===== config.mk =====
export PLATFORM = sky130hd
export DESIGN_NAME = sign_negator
export DESIGN_NICKNAME = d
export VERILOG_FILES = /design/src/rtl/sign_negator.sv
export SDC_FILE = /design/constraint.sdc
export NUM_CORES = 1
export LEC_CHECK = 0
export ABC_AREA = 1
export CORE_AREA = 2 2 52 54
export CTS_CLUSTER_DIAMETER = 40
export DETAILED_ROUTE_END_ITERATION = 16
export DIE_AREA = 0 0 54 56
export PLACE_DENSITY_LB_ADDON = 0.15
export SYNTH_ARGS = -nofsm -noshare
export SYNTH_HDL_FRONTEND = slang
export SYNTH_SLANG_ARGS = --single-unit
export TNS_END_PERCENT = 30

===== constraint.sdc =====
create_clock -name clk -period 1.13 [get_ports clk]
set_input_delay 0.226 -clock clk [delete_from_list [all_inputs] [get_ports clk]]
set_output_delay 0.226 -clock clk [all_outputs]
set_load 0.1 [all_outputs]

===== src/rtl/sign_negator.sv =====
// Registered two's-complement negator with pass-through bypass; 1-cycle latency, no backpressure.
// Define SIGN_NEGATOR_SAT_EN to saturate -MIN_INT to MAX_INT instead of wrapping; ovf flags it in both builds.
module sign_negator #(
  parameter int WIDTH = 16
) (
  input  logic             clk,
  input  logic             rst_n,
  input  logic             in_valid,
  input  logic             neg_en,
  input  logic [WIDTH-1:0] in,
  output logic [WIDTH-1:0] out,
  output logic             out_valid,
  output logic             ovf
);

  localparam logic [WIDTH-1:0] MIN_INT = {1'b1, {(WIDTH-1){1'b0}}};
  localparam logic [WIDTH-1:0] MAX_INT = ~MIN_INT;
  localparam logic [WIDTH-1:0] ONE     = {{(WIDTH-1){1'b0}}, 1'b1};

  logic             is_min;
  logic [WIDTH-1:0] negated;
  logic [WIDTH-1:0] result;
  logic             result_ovf;

  always_comb begin
    is_min     = (in == MIN_INT);
    negated    = (~in) + ONE;
    result     = in;
    result_ovf = 1'b0;
    if (neg_en) begin
      result_ovf = is_min;
`ifdef SIGN_NEGATOR_SAT_EN
      result     = is_min ? MAX_INT : negated;
`else
      // Wrapping leaves MIN_INT unchanged, which is exactly what ~in+1 yields.
      result     = negated;
`endif
    end
  end

  // out/ovf hold across idle cycles; only the valid strobe drops.
  always_ff @(posedge clk or negedge rst_n) begin
    if (!rst_n) begin
      out       <= '0;
      out_valid <= 1'b0;
      ovf       <= 1'b0;
    end else begin
      out_valid <= in_valid;
      if (in_valid) begin
        out <= result;
        ovf <= result_ovf;
      end
    end
  end

endmodule


Yosys cells after proc, flatten, opt, wreduce, memory -nomap -nowiden
Cells that the tools add are included.
Widths: inputs -> output; s select.
{ "totals": {"register_bits": 18, "out_inout_bits": 18, "word_cells": 8, "in_bits": 20} }
{ "classes": {"mux": 2, "add_sub_neg": 1, "bitwise_logic": 1, "n_eq_ne": 1} }
{ "ops": {"columns": ["operator", "n"], "rows": [
  ["$add 16x1->16 const B", 1],
  ["$eq 16x16->1 const B", 1],
  ["$mux 16", 1],
  ["$not 16->16", 1],
  ["$mux 1", 1]
]} }

Depth between registers and ports, before layout
Gate-level depths: netlist of run 1.
{ "depth": {"ltp_word": 3, "mapped_depth": 10} }

Worst setup path before layout of run 1
Ideal clock, no wire load.
{ "synth_path": {"path_type": "reg2reg", "from": "register, netlist name ovf", "to": "register ovf", "path_buffers": 0, "slack_ns": -0.084, "path_stages_with_launch": 3, "t_arrival_ns": 1.122, "required_time_ns": 1.038, "setup_time_ns": 0.092, "cell_sequence": "dfrtp_1 -> nand2_1 -> o31ai_2"} }
{ "synth_lines": {"columns": ["element", "line", "source"], "rows": [
  ["to (signal assigned)", "51", "ovf <= result_ovf;"],
  ["to (decl)", "13", "output logic ovf"]
]} }

Final worst setup path of run 1
{ "layout_path": {"from": "input in[0]", "to": "register out[10]"} }
{ "layout_between": {"elab_chain_cells": 3} }
{ "layout_lines": {"columns": ["element", "line", "source"], "rows": [
  ["from (decl)", "10", "input logic [WIDTH-1:0] in,"],
  ["$not 16->16", "27", "negated = (~in) + ONE;"],
  ["$add 16x1->16", "27", null],
  ["$mux 16", "30", "if (neg_en) begin"],
  ["to (signal assigned)", "50", "out <= result;"],
  ["to (decl)", "11", "output logic [WIDTH-1:0] out,"]
]} }
Every way passes these cells.
A chain may end at the register's enable or synchronous reset.

==> results of run 1 <==
## worst max-delay path, stage by stage
cell and delay, ns:
dlygate4sd2_1 0.27, inv_2 0.10, ha_4 0.16, nand2_1 0.10, nor2_2 0.16, nand3_2 0.13, nand2_4 0.11, nand3_1 0.09
nand3_1 0.10, nand2_1 0.06
## state kept, by name, summed over array words and instances, names as in the netlist
signal     count
out           16
out_valid      1
ovf            1
## worst paths after layout
kind / start / end / depth (start not counted)
worst max-delay path: in[0] / out[10]$_DFFE_PN0P_ / 10
worst min-delay path: rst_n / out[9]$_DFFE_PN0P_ / 2
worst max register to register: out[6]$_DFFE_PN0P_ / out[6]$_DFFE_PN0P_ / 2
worst min register to register: out[2]$_DFFE_PN0P_ / out[2]$_DFFE_PN0P_ / 2
max in group asynchronous: rst_n / out[2]$_DFFE_PN0P_ / 2
min in group clk: in_valid / out_valid$_DFF_PN0_ / 2
## metal layers
| metal | up-vias | GRT usage | wire length (um) | share of wire |
|---|---|---|---|---|
| li1 | 634 | - | - | - |
| met1 | 637 | 0.3283 | 1563 | 0.39 |
| met2 | 97 | 0.4460 | 2021 | 0.50 |
| met3 | 23 | 0.04839 | 289 | 0.072 |
| met4 | 0 | 0.1179 | 162 | 0.040 |
| met5 | - | 0 | 0 | 0 |
## what timing repair did
item	in CTS	in global routing
resized for setup	21	24
hold endpoints to repair	0	0
gates cloned	0	0
setup buffers	2	0
pin swaps	13	9
setup endpoints to repair	27	34
## cells in the final DEF (no fill, tap or decap), types with 2 or more instances in the layout
cell type         n
buf_12           20
buf_4            29
clkbuf_4          3
clkdlybuf4s50_1   5
dfrtp_1          13
dfrtp_2           5
dlygate4sd2_1     9
dlymetal6s2s_1    4
inv_1            12
inv_2             6
nand2_1          49
nand2_2           3
nand3_1          16
nand3_2           6
nand3_4           2
nor2_1            6
nor2_2            6
nor2_4            4
o21ai_0           6
o21ai_1           4
xor2_1            3
## through the flow
| step | cells | util |
|---|---|---|
| 2_1_floorplan | 157 | - |
| 3_3_place_gp | 248 | 0.7958 |
| 3_5_place_dp | 248 | 0.7958 |
| 4_1_cts | 254 | 0.8292 |
| 5_1_grt | 254 | 0.8601 |
| 6_report | 254 | 0.8601 |
## power by group
group	switching [uW]	leakage [uW]	internal, uW	total, uW
clock network	220	0.0000210	196	416
registers	72.0	0.000212	713	785
logic	767	0.000798	455	1220
## cell families (layout without fill, tap and decap cells)
family,Yosys count,after routing,share of synthesized area
and+or+nand+nor,97,97,0.3876
buffers and inverters,23,90,0.1004
DFF,18,18,0.3930
AOI/OAI and AO/OA,15,15,0.08515
xor gates and xnor gates,3,3,0.02293
adders and majority gates,1,1,0.01092
## area by class of cell
class | count | area, sq um | area share
clock buffer | 4 | 36.28 | 0.01734
inverter | 18 | 67.56 | 0.03230
timing repair buffer | 68 | 807.0 | 0.3858
tap | 30 | 37.54 | 0.01794
sequential | 18 | 456.7 | 0.2183
multi-input combinational | 116 | 686.9 | 0.3283
==> out/qor.yml, run 1 <==
ant_nets: 0
cellPowerDensity_mw_per_mm2: 1158
place_ws_ns: -0.5470
die-area_sq_mm: 0.003024
max_freq_ghz: 0.7593
fin_crit_sh: 1.166
synth_most_common_cell: "nand2_1"
cts_buffers: 3
power_uw: 2423
insertedDiodeCount: 0
cts_hold_buffers: 0
clock-sinks: 18
core_area_sq_mm: 0.002432
outcome: "finished, violations left"
yosys-top-cells-area: "dfrtp_1 (39%), nand2_1 (17%), nand3_1 (9.6%)"
io_pins: 38
root_buffer: "clkbuf_4"
startpoint_type: "input pin"
tns_ns: -0.6198
grt_overflow: 0
synth_edf_count: 0
die_w_um: 54
insertion_delay_ns: 0.29
leakagePower_uw: 0.001030
synth_top_area_frac: 0.3930
crit_type: "input pin to flip-flop"
vias: 1391
maxSlewViolCount: 0
synthFlopType: "dfrtp_1"
tightest_slew_ns: 0.2390
ys_seq_area_frac: 0.3930
cp.required_ns: 1.33
cts_htree_levels: 1
async_flop_share: 1.000
fillers: 136
irDropWorstVdd_v: 0.0009900
ys_ff_latch: 18
finalHoldViolations: 0
rrSetupSlack_ns: 0.40
place_area_sq_mm: 0.001936
hold_path_class: "input pin to async pin"
via_per_inst: 5.476
yosysWarningCount: 0
final_area_sq_mm: 0.002092
finalCriticalPeriod_ns: 1.317
rsz0062_at_grt: "yes"
cts.clk_slew.worst_paths_ns: 0.12
synth_common_cells: "nand2_1 (52), nand3_1 (22), dfrtp_1 (18), inv_1 (15), nor2_1 (11)"
syn-num-nets: 178
worstPathMaxFanout: 5
rows: 18
grt_pass1_wl_mm: 6.065
endpoint_kind: "flip-flop"
crit_arrival_ns: 1.52
final-setup-viol-count: 14
slew_headroom: 0.8404
nets: 246
dp_hpwl_mm: 2.547
place_congestion: 0.9152
final.setup.worst_slack_ns: -0.1870
drtIter0Drc: 64
grt_max_degree: 19
synth.distinct_cells: 27
violations: "negative setup slack"
cts_tree: "done"
syn_inst: 157
syn_to_final_growth_pct: 82.53
antenna_found_initial: 0
port_buffers: 37
routed_wl_mm: 4.036
die-height_um: 56
first_global_vias: 1358
start_util: 0.4712
drcViolationCount: 0
routedWlPerCell_um: 15.89
track_usage: 0.2686
clockBufferDepth: 2
cap_violations: 0
yosys.area.top_type: "dfrtp_1"
drtPass1Iterations: 5
clock_skew_ns: 0
synth_area_sq_mm: 0.001146
hold_slack_ns: 0.2523
drive_above_1_share: 0.4063
syn_area_per_cell_sq_um: 7.300
Power figures use the tool's default switching activity.
==> run 2: changes to the inputs <==
--- a/config.mk
+++ b/config.mk
@@ -7,7 +7,7 @@
 export LEC_CHECK = 0
 export ABC_AREA = 1
 export CORE_AREA = 2 2 52 54
-export CTS_CLUSTER_DIAMETER = 40
+export CTS_CLUSTER_DIAMETER = 60
 export DETAILED_ROUTE_END_ITERATION = 16
 export DIE_AREA = 0 0 54 56
 export PLACE_DENSITY_LB_ADDON = 0.15
==> results of run 2 <==
Final layout, timing and power as in run 1 (identical DEF).
